## config.mk

```make
export PLATFORM = sky130hd
export DESIGN_NAME = alu_arbiter
export DESIGN_NICKNAME = d
export VERILOG_FILES = /design/src/rtl/alu_arbiter.sv
export SDC_FILE = /design/constraint.sdc
export NUM_CORES = 1
export LEC_CHECK = 0
export CORE_ASPECT_RATIO = 0.6
export CORE_MARGIN = 2
export CORE_UTILIZATION = 43
export DETAILED_ROUTE_END_ITERATION = 7
export PLACE_DENSITY = 0.86
export SYNTH_ARGS = -nofsm -noshare
export SYNTH_HDL_FRONTEND = slang
export SYNTH_SLANG_ARGS = --single-unit
```

## constraint.sdc

```tcl
create_clock -name clk -period 2.6 [get_ports clk]
set_input_delay 0.52 -clock clk [delete_from_list [all_inputs] [get_ports clk]]
set_output_delay 0.52 -clock clk [all_outputs]
set_load 0.05 [all_outputs]
```

## src/rtl/alu_arbiter.sv

```systemverilog
// alu_arbiter: round-robin sharing of one combinational ALU between two requesters.
// Operands are registered on grant; result and flags are captured one cycle later.
`default_nettype none

module alu_arbiter #(
  parameter int WORD_SIZE = 16,
  parameter int OP_SIZE   = 3
) (
  input  logic                 clk,
  input  logic                 rst_n,
  input  logic                 req_valid_0_i,
  input  logic [OP_SIZE-1:0]   req_op_0_i,
  input  logic [WORD_SIZE-1:0] req_a_0_i,
  input  logic [WORD_SIZE-1:0] req_b_0_i,
  output logic                 req_ready_0_o,
  output logic                 rsp_valid_0_o,
  output logic [WORD_SIZE-1:0] rsp_result_0_o,
  output logic [2:0]           rsp_flags_0_o,
  input  logic                 rsp_ready_0_i,
  input  logic                 req_valid_1_i,
  input  logic [OP_SIZE-1:0]   req_op_1_i,
  input  logic [WORD_SIZE-1:0] req_a_1_i,
  input  logic [WORD_SIZE-1:0] req_b_1_i,
  output logic                 req_ready_1_o,
  output logic                 rsp_valid_1_o,
  output logic [WORD_SIZE-1:0] rsp_result_1_o,
  output logic [2:0]           rsp_flags_1_o,
  input  logic                 rsp_ready_1_i,
  output logic [OP_SIZE-1:0]   alu_op_o,
  output logic [WORD_SIZE-1:0] alu_a_o,
  output logic [WORD_SIZE-1:0] alu_b_o,
  input  logic [WORD_SIZE-1:0] alu_out_i,
  input  logic [WORD_SIZE-1:0] alu_flags_i
);

  typedef enum logic [1:0] {
    IDLE = 2'd0,
    EXEC = 2'd1,
    RESP = 2'd2
  } state_e;

  state_e               state_q, state_d;
  logic                 owner_q, owner_d;
  logic                 last_grant_q, last_grant_d;
  logic [OP_SIZE-1:0]   alu_op_q, alu_op_d;
  logic [WORD_SIZE-1:0] alu_a_q, alu_a_d;
  logic [WORD_SIZE-1:0] alu_b_q, alu_b_d;
  logic [WORD_SIZE-1:0] res0_q, res0_d, res1_q, res1_d;
  logic [2:0]           flags0_q, flags0_d, flags1_q, flags1_d;

  logic grant_valid;
  logic grant_idx;
  logic rsp_ready_owner;
  logic unused_flags;

  assign unused_flags = ^alu_flags_i[WORD_SIZE-1:3];

  // On a tie the requester that did not win last time is served.
  assign grant_valid     = req_valid_0_i | req_valid_1_i;
  assign grant_idx       = (req_valid_0_i && req_valid_1_i) ? ~last_grant_q : req_valid_1_i;
  assign rsp_ready_owner = owner_q ? rsp_ready_1_i : rsp_ready_0_i;

  always_ff @(posedge clk or negedge rst_n) begin
    if (!rst_n) begin
      state_q      <= IDLE;
      owner_q      <= 1'b0;
      last_grant_q <= 1'b1;
      alu_op_q     <= '0;
      alu_a_q      <= '0;
      alu_b_q      <= '0;
      res0_q       <= '0;
      res1_q       <= '0;
      flags0_q     <= '0;
      flags1_q     <= '0;
    end else begin
      state_q      <= state_d;
      owner_q      <= owner_d;
      last_grant_q <= last_grant_d;
      alu_op_q     <= alu_op_d;
      alu_a_q      <= alu_a_d;
      alu_b_q      <= alu_b_d;
      res0_q       <= res0_d;
      res1_q       <= res1_d;
      flags0_q     <= flags0_d;
      flags1_q     <= flags1_d;
    end
  end

  always_comb begin
    state_d       = state_q;
    owner_d       = owner_q;
    last_grant_d  = last_grant_q;
    alu_op_d      = alu_op_q;
    alu_a_d       = alu_a_q;
    alu_b_d       = alu_b_q;
    res0_d        = res0_q;
    res1_d        = res1_q;
    flags0_d      = flags0_q;
    flags1_d      = flags1_q;
    req_ready_0_o = 1'b0;
    req_ready_1_o = 1'b0;
    rsp_valid_0_o = 1'b0;
    rsp_valid_1_o = 1'b0;
    case (state_q)
      IDLE: begin
        if (grant_valid) begin
          req_ready_0_o = ~grant_idx;
          req_ready_1_o = grant_idx;
          owner_d       = grant_idx;
          alu_op_d      = grant_idx ? req_op_1_i : req_op_0_i;
          alu_a_d       = grant_idx ? req_a_1_i : req_a_0_i;
          alu_b_d       = grant_idx ? req_b_1_i : req_b_0_i;
          state_d       = EXEC;
        end
      end
      EXEC: begin
        if (owner_q) begin
          res1_d   = alu_out_i;
          flags1_d = alu_flags_i[2:0];
        end else begin
          res0_d   = alu_out_i;
          flags0_d = alu_flags_i[2:0];
        end
        state_d = RESP;
      end
      RESP: begin
        rsp_valid_0_o = ~owner_q;
        rsp_valid_1_o = owner_q;
        if (rsp_ready_owner) begin
          state_d      = IDLE;
          last_grant_d = owner_q;
        end
      end
      default: state_d = IDLE;
    endcase
  end

  assign alu_op_o       = alu_op_q;
  assign alu_a_o        = alu_a_q;
  assign alu_b_o        = alu_b_q;
  assign rsp_result_0_o = res0_q;
  assign rsp_result_1_o = res1_q;
  assign rsp_flags_0_o  = flags0_q;
  assign rsp_flags_1_o  = flags1_q;

endmodule

`default_nettype wire

```

==> metrics.txt <==
outcome=finished clean; EDFF count, synth=0; Initial Utilization=45.2%; Final Wtd Congestion=0.754; sw frac=44.6%; ranking of synthesized cells by area=dfrtp_1 53%, mux2_4 27%, mux2_2 13%; P_sw=3.87 mW; Final nets=500; Fmax=0.414 GHz; Die H=75.0 microns; setup violators final=0; count leader, synth=dfrtp_1; combinational share of power=60.6%; number of synthesized register bits=77; Port Buffer Count=171; pin count of the biggest net entering global routing=78; worst endpoint required time=2.08 ns; Area Growth Syn to Fin=59.0%; Synth top area share=52.6%; Remaining DRCs=0; Tightest Hold Check Type=primary input to async pin; first-pass GRT wire length=13.5 mm; H-tree levels=3; clock root cell=clkbuf_16; initial DRC count=97; pwr dens=1510 mW/mm^2; Final Slew Violations=0; Synth top cells by count=76 x dfrtp_1, 66 x mux2_4, 43 x mux2_2; hpwl dp=6.48 mm; initial antenna violation count=0; vias in the first global route=2,603; Worst IR Drop VDD=819 uV; CTS Buf Count=9; total wire length=8.86 mm; via count=2,406; filler cell count in the final layout=569; Post-Synthesis Cells=215; CTS sink cnt=77; Resize count post-CTS=0; Multi-input gate area=0.00158 sq mm; Final Skew=0.00608 ns; crit path capture type=primary output; vias per cell=4.77; CTS clock-pin slew for the worst setup and hold paths=0.06 ns; worst slew pin tran=0.952 ns; Crit path arrival time=1.90 ns; Crit Path Category=flip-flop to primary output; core box area=0.00801 sq mm; Reg area=0.00193 sq mm; Post-CTS Setup Bufs=0; count of final hold-check violations=0; dpl ws=0.229 ns; Reg power frac=25.1%; CP max FO=5; Avg Cell Area, Syn=16.8 sq um; clock share of power=14.3%; maximum buffer depth of the clock tree=2; Die Area=0.00919 sq mm; Unique masters post-synth=22; antenna-violating nets left=0; grt ovf=0; drt pass-1 iters=4; CTS tree=built; Max-cap violations=0; Internal Pwr Total=4.82 mW; register area share after synthesis=53.3%; fin worst setup slack=0.182 ns; syn_nets=323; Yosys warnings=0; ys flop type=dfrtp_1; Tcrit/Tclk final=93.0%; synthesized cell area=0.00362 sq mm; layout cell share with drive strength beyond 1=34.8%; IO Count=185; Clock Latency Late Sink=0.33 ns; n_diodes=0; Setup crit start kind=flip-flop; RSZ-0062 raised after global routing=false; Site Rows=25; cts hold-fix bufs=0; drt wl/cell=17.6 microns; Max transition margin=36.5%; Total Routing Usage GR=19.8%; post-layout min period=2.42 ns; Setup TNS=0 ns; leak pwr=2.53 nW; cell taking the most area after synthesis=dfrtp_1; Async S/R FF share, synth=100%; Die Width=122 microns
[logic make-up (layout without fill, tap and decap cells)]
kind of cell | after synthesis | count (layout) | synth area share, %
muxes | 109 | 109 | 40.8
and+or+nand+nor | 12 | 12 | 1.73
buffers and inverters | 12 | 193 | 3.18
AOI/OAI and AO/OA | 5 | 5 | 1.00
DFF | 77 | 77 | 53.3
[cells in the final DEF (no fill, tap or decap)]
| cell | instances |
|---|---|
| or2_1 | 1 |
| nor2_2 | 1 |
| buf_12 | 4 |
| clkdlybuf4s50_1 | 168 |
| nor3_2 | 2 |
| nor2b_1 | 1 |
| clkinvlp_4 | 1 |
| o21ai_0 | 1 |
| o2bb2ai_1 | 1 |
| and2_1 | 1 |
| a21bo_2 | 1 |
| nor2_1 | 3 |
| dfstp_2 | 1 |
| clkbuf_16 | 9 |
| dfrtp_1 | 76 |
| inv_1 | 1 |
| mux2_4 | 66 |
| bufinv_16 | 1 |
| clkbuf_8 | 2 |
| a21oi_1 | 1 |
| nand2_1 | 1 |
| nand2b_1 | 2 |
| o21bai_1 | 1 |
| buf_4 | 5 |
| clkinv_2 | 2 |
| mux2_2 | 43 |
[metrics by stage]
stage / util [%] / cells / cell area (sq um) / power, mW / hold slack, ns
2_1_floorplan: - / 215 / 3620 / 5.75 / 0.224
3_3_place_gp: 68.1 / 489 / 5450 / 7.37 / 0.481
3_5_place_dp: 68.1 / 489 / 5450 / 7.48 / 0.484
4_1_cts: 71.8 / 504 / 5750 / 8.78 / 0.389
5_1_grt: 71.8 / 504 / 5750 / 9.06 / 0.423
6_report: 71.8 / 504 / 5750 / 8.69 / 0.350
[area by class of cell]
type                       instances  area share, %
clock inverter                     4          0.827
sequential                        77           33.5
clock buffer                      11           4.40
tap                              108           2.35
multi-input combinational        126           27.5
timing repair buffer             177           31.3
inverter                           1         0.0653
[routing by layer]
metal	part of all wire [%]	global-route usage, %	up-vias
met2	47	32.5	109
li1	-	-	1123
met4	0.62	4.98	0
met3	11	9.77	8
met1	42	23.6	1166
met5	0	0	-
[sequential cells by signal (all words and copies together), names as in the netlist]
register and cells:
rsp_flags_1_o 3, alu_a_o 16, state_q 2, rsp_result_1_o 16, rsp_flags_0_o 3, rsp_result_0_o 16, alu_op_o 3, last_grant_q 1
owner_q 1, alu_b_o 16
[path summary, 6_finish.rpt]
kind | to | cells past startpoint | slack, ns | start
setup / recovery | rsp_valid_0_o | 3 | 0.18 | state_q[0]
hold / removal | rsp_result_1_o[10] | 1 | 0.35 | rst_n
setup reg to reg | alu_b_o[10] | 4 | 0.72 | last_grant_q
hold reg to reg | last_grant_q | 1 | 0.49 | last_grant_q
max in group asynchronous | alu_b_o[7] | 1 | 1.64 | rst_n
min in group clk | last_grant_q | 1 | 0.49 | last_grant_q
[power by group through the flow]
stage / clock [mW] / combinational (mW) / sequential [mW]
2_1_floorplan: 0 / 1.53 / 4.22
3_3_place_gp: 0 / 5.22 / 2.15
3_5_place_dp: 0 / 5.29 / 2.19
4_1_cts: 1.28 / 5.31 / 2.19
5_1_grt: 1.33 / 5.47 / 2.26
6_report: 1.24 / 5.27 / 2.18
[critical path: stages, from the launching register on]
cell and delay [ns]:
dfrtp_1 0.43, nand2b_1 0.19, nor2_1 0.11, clkdlybuf4s50_1 0.84
Note: power is estimated with default switching activity, not from simulation.
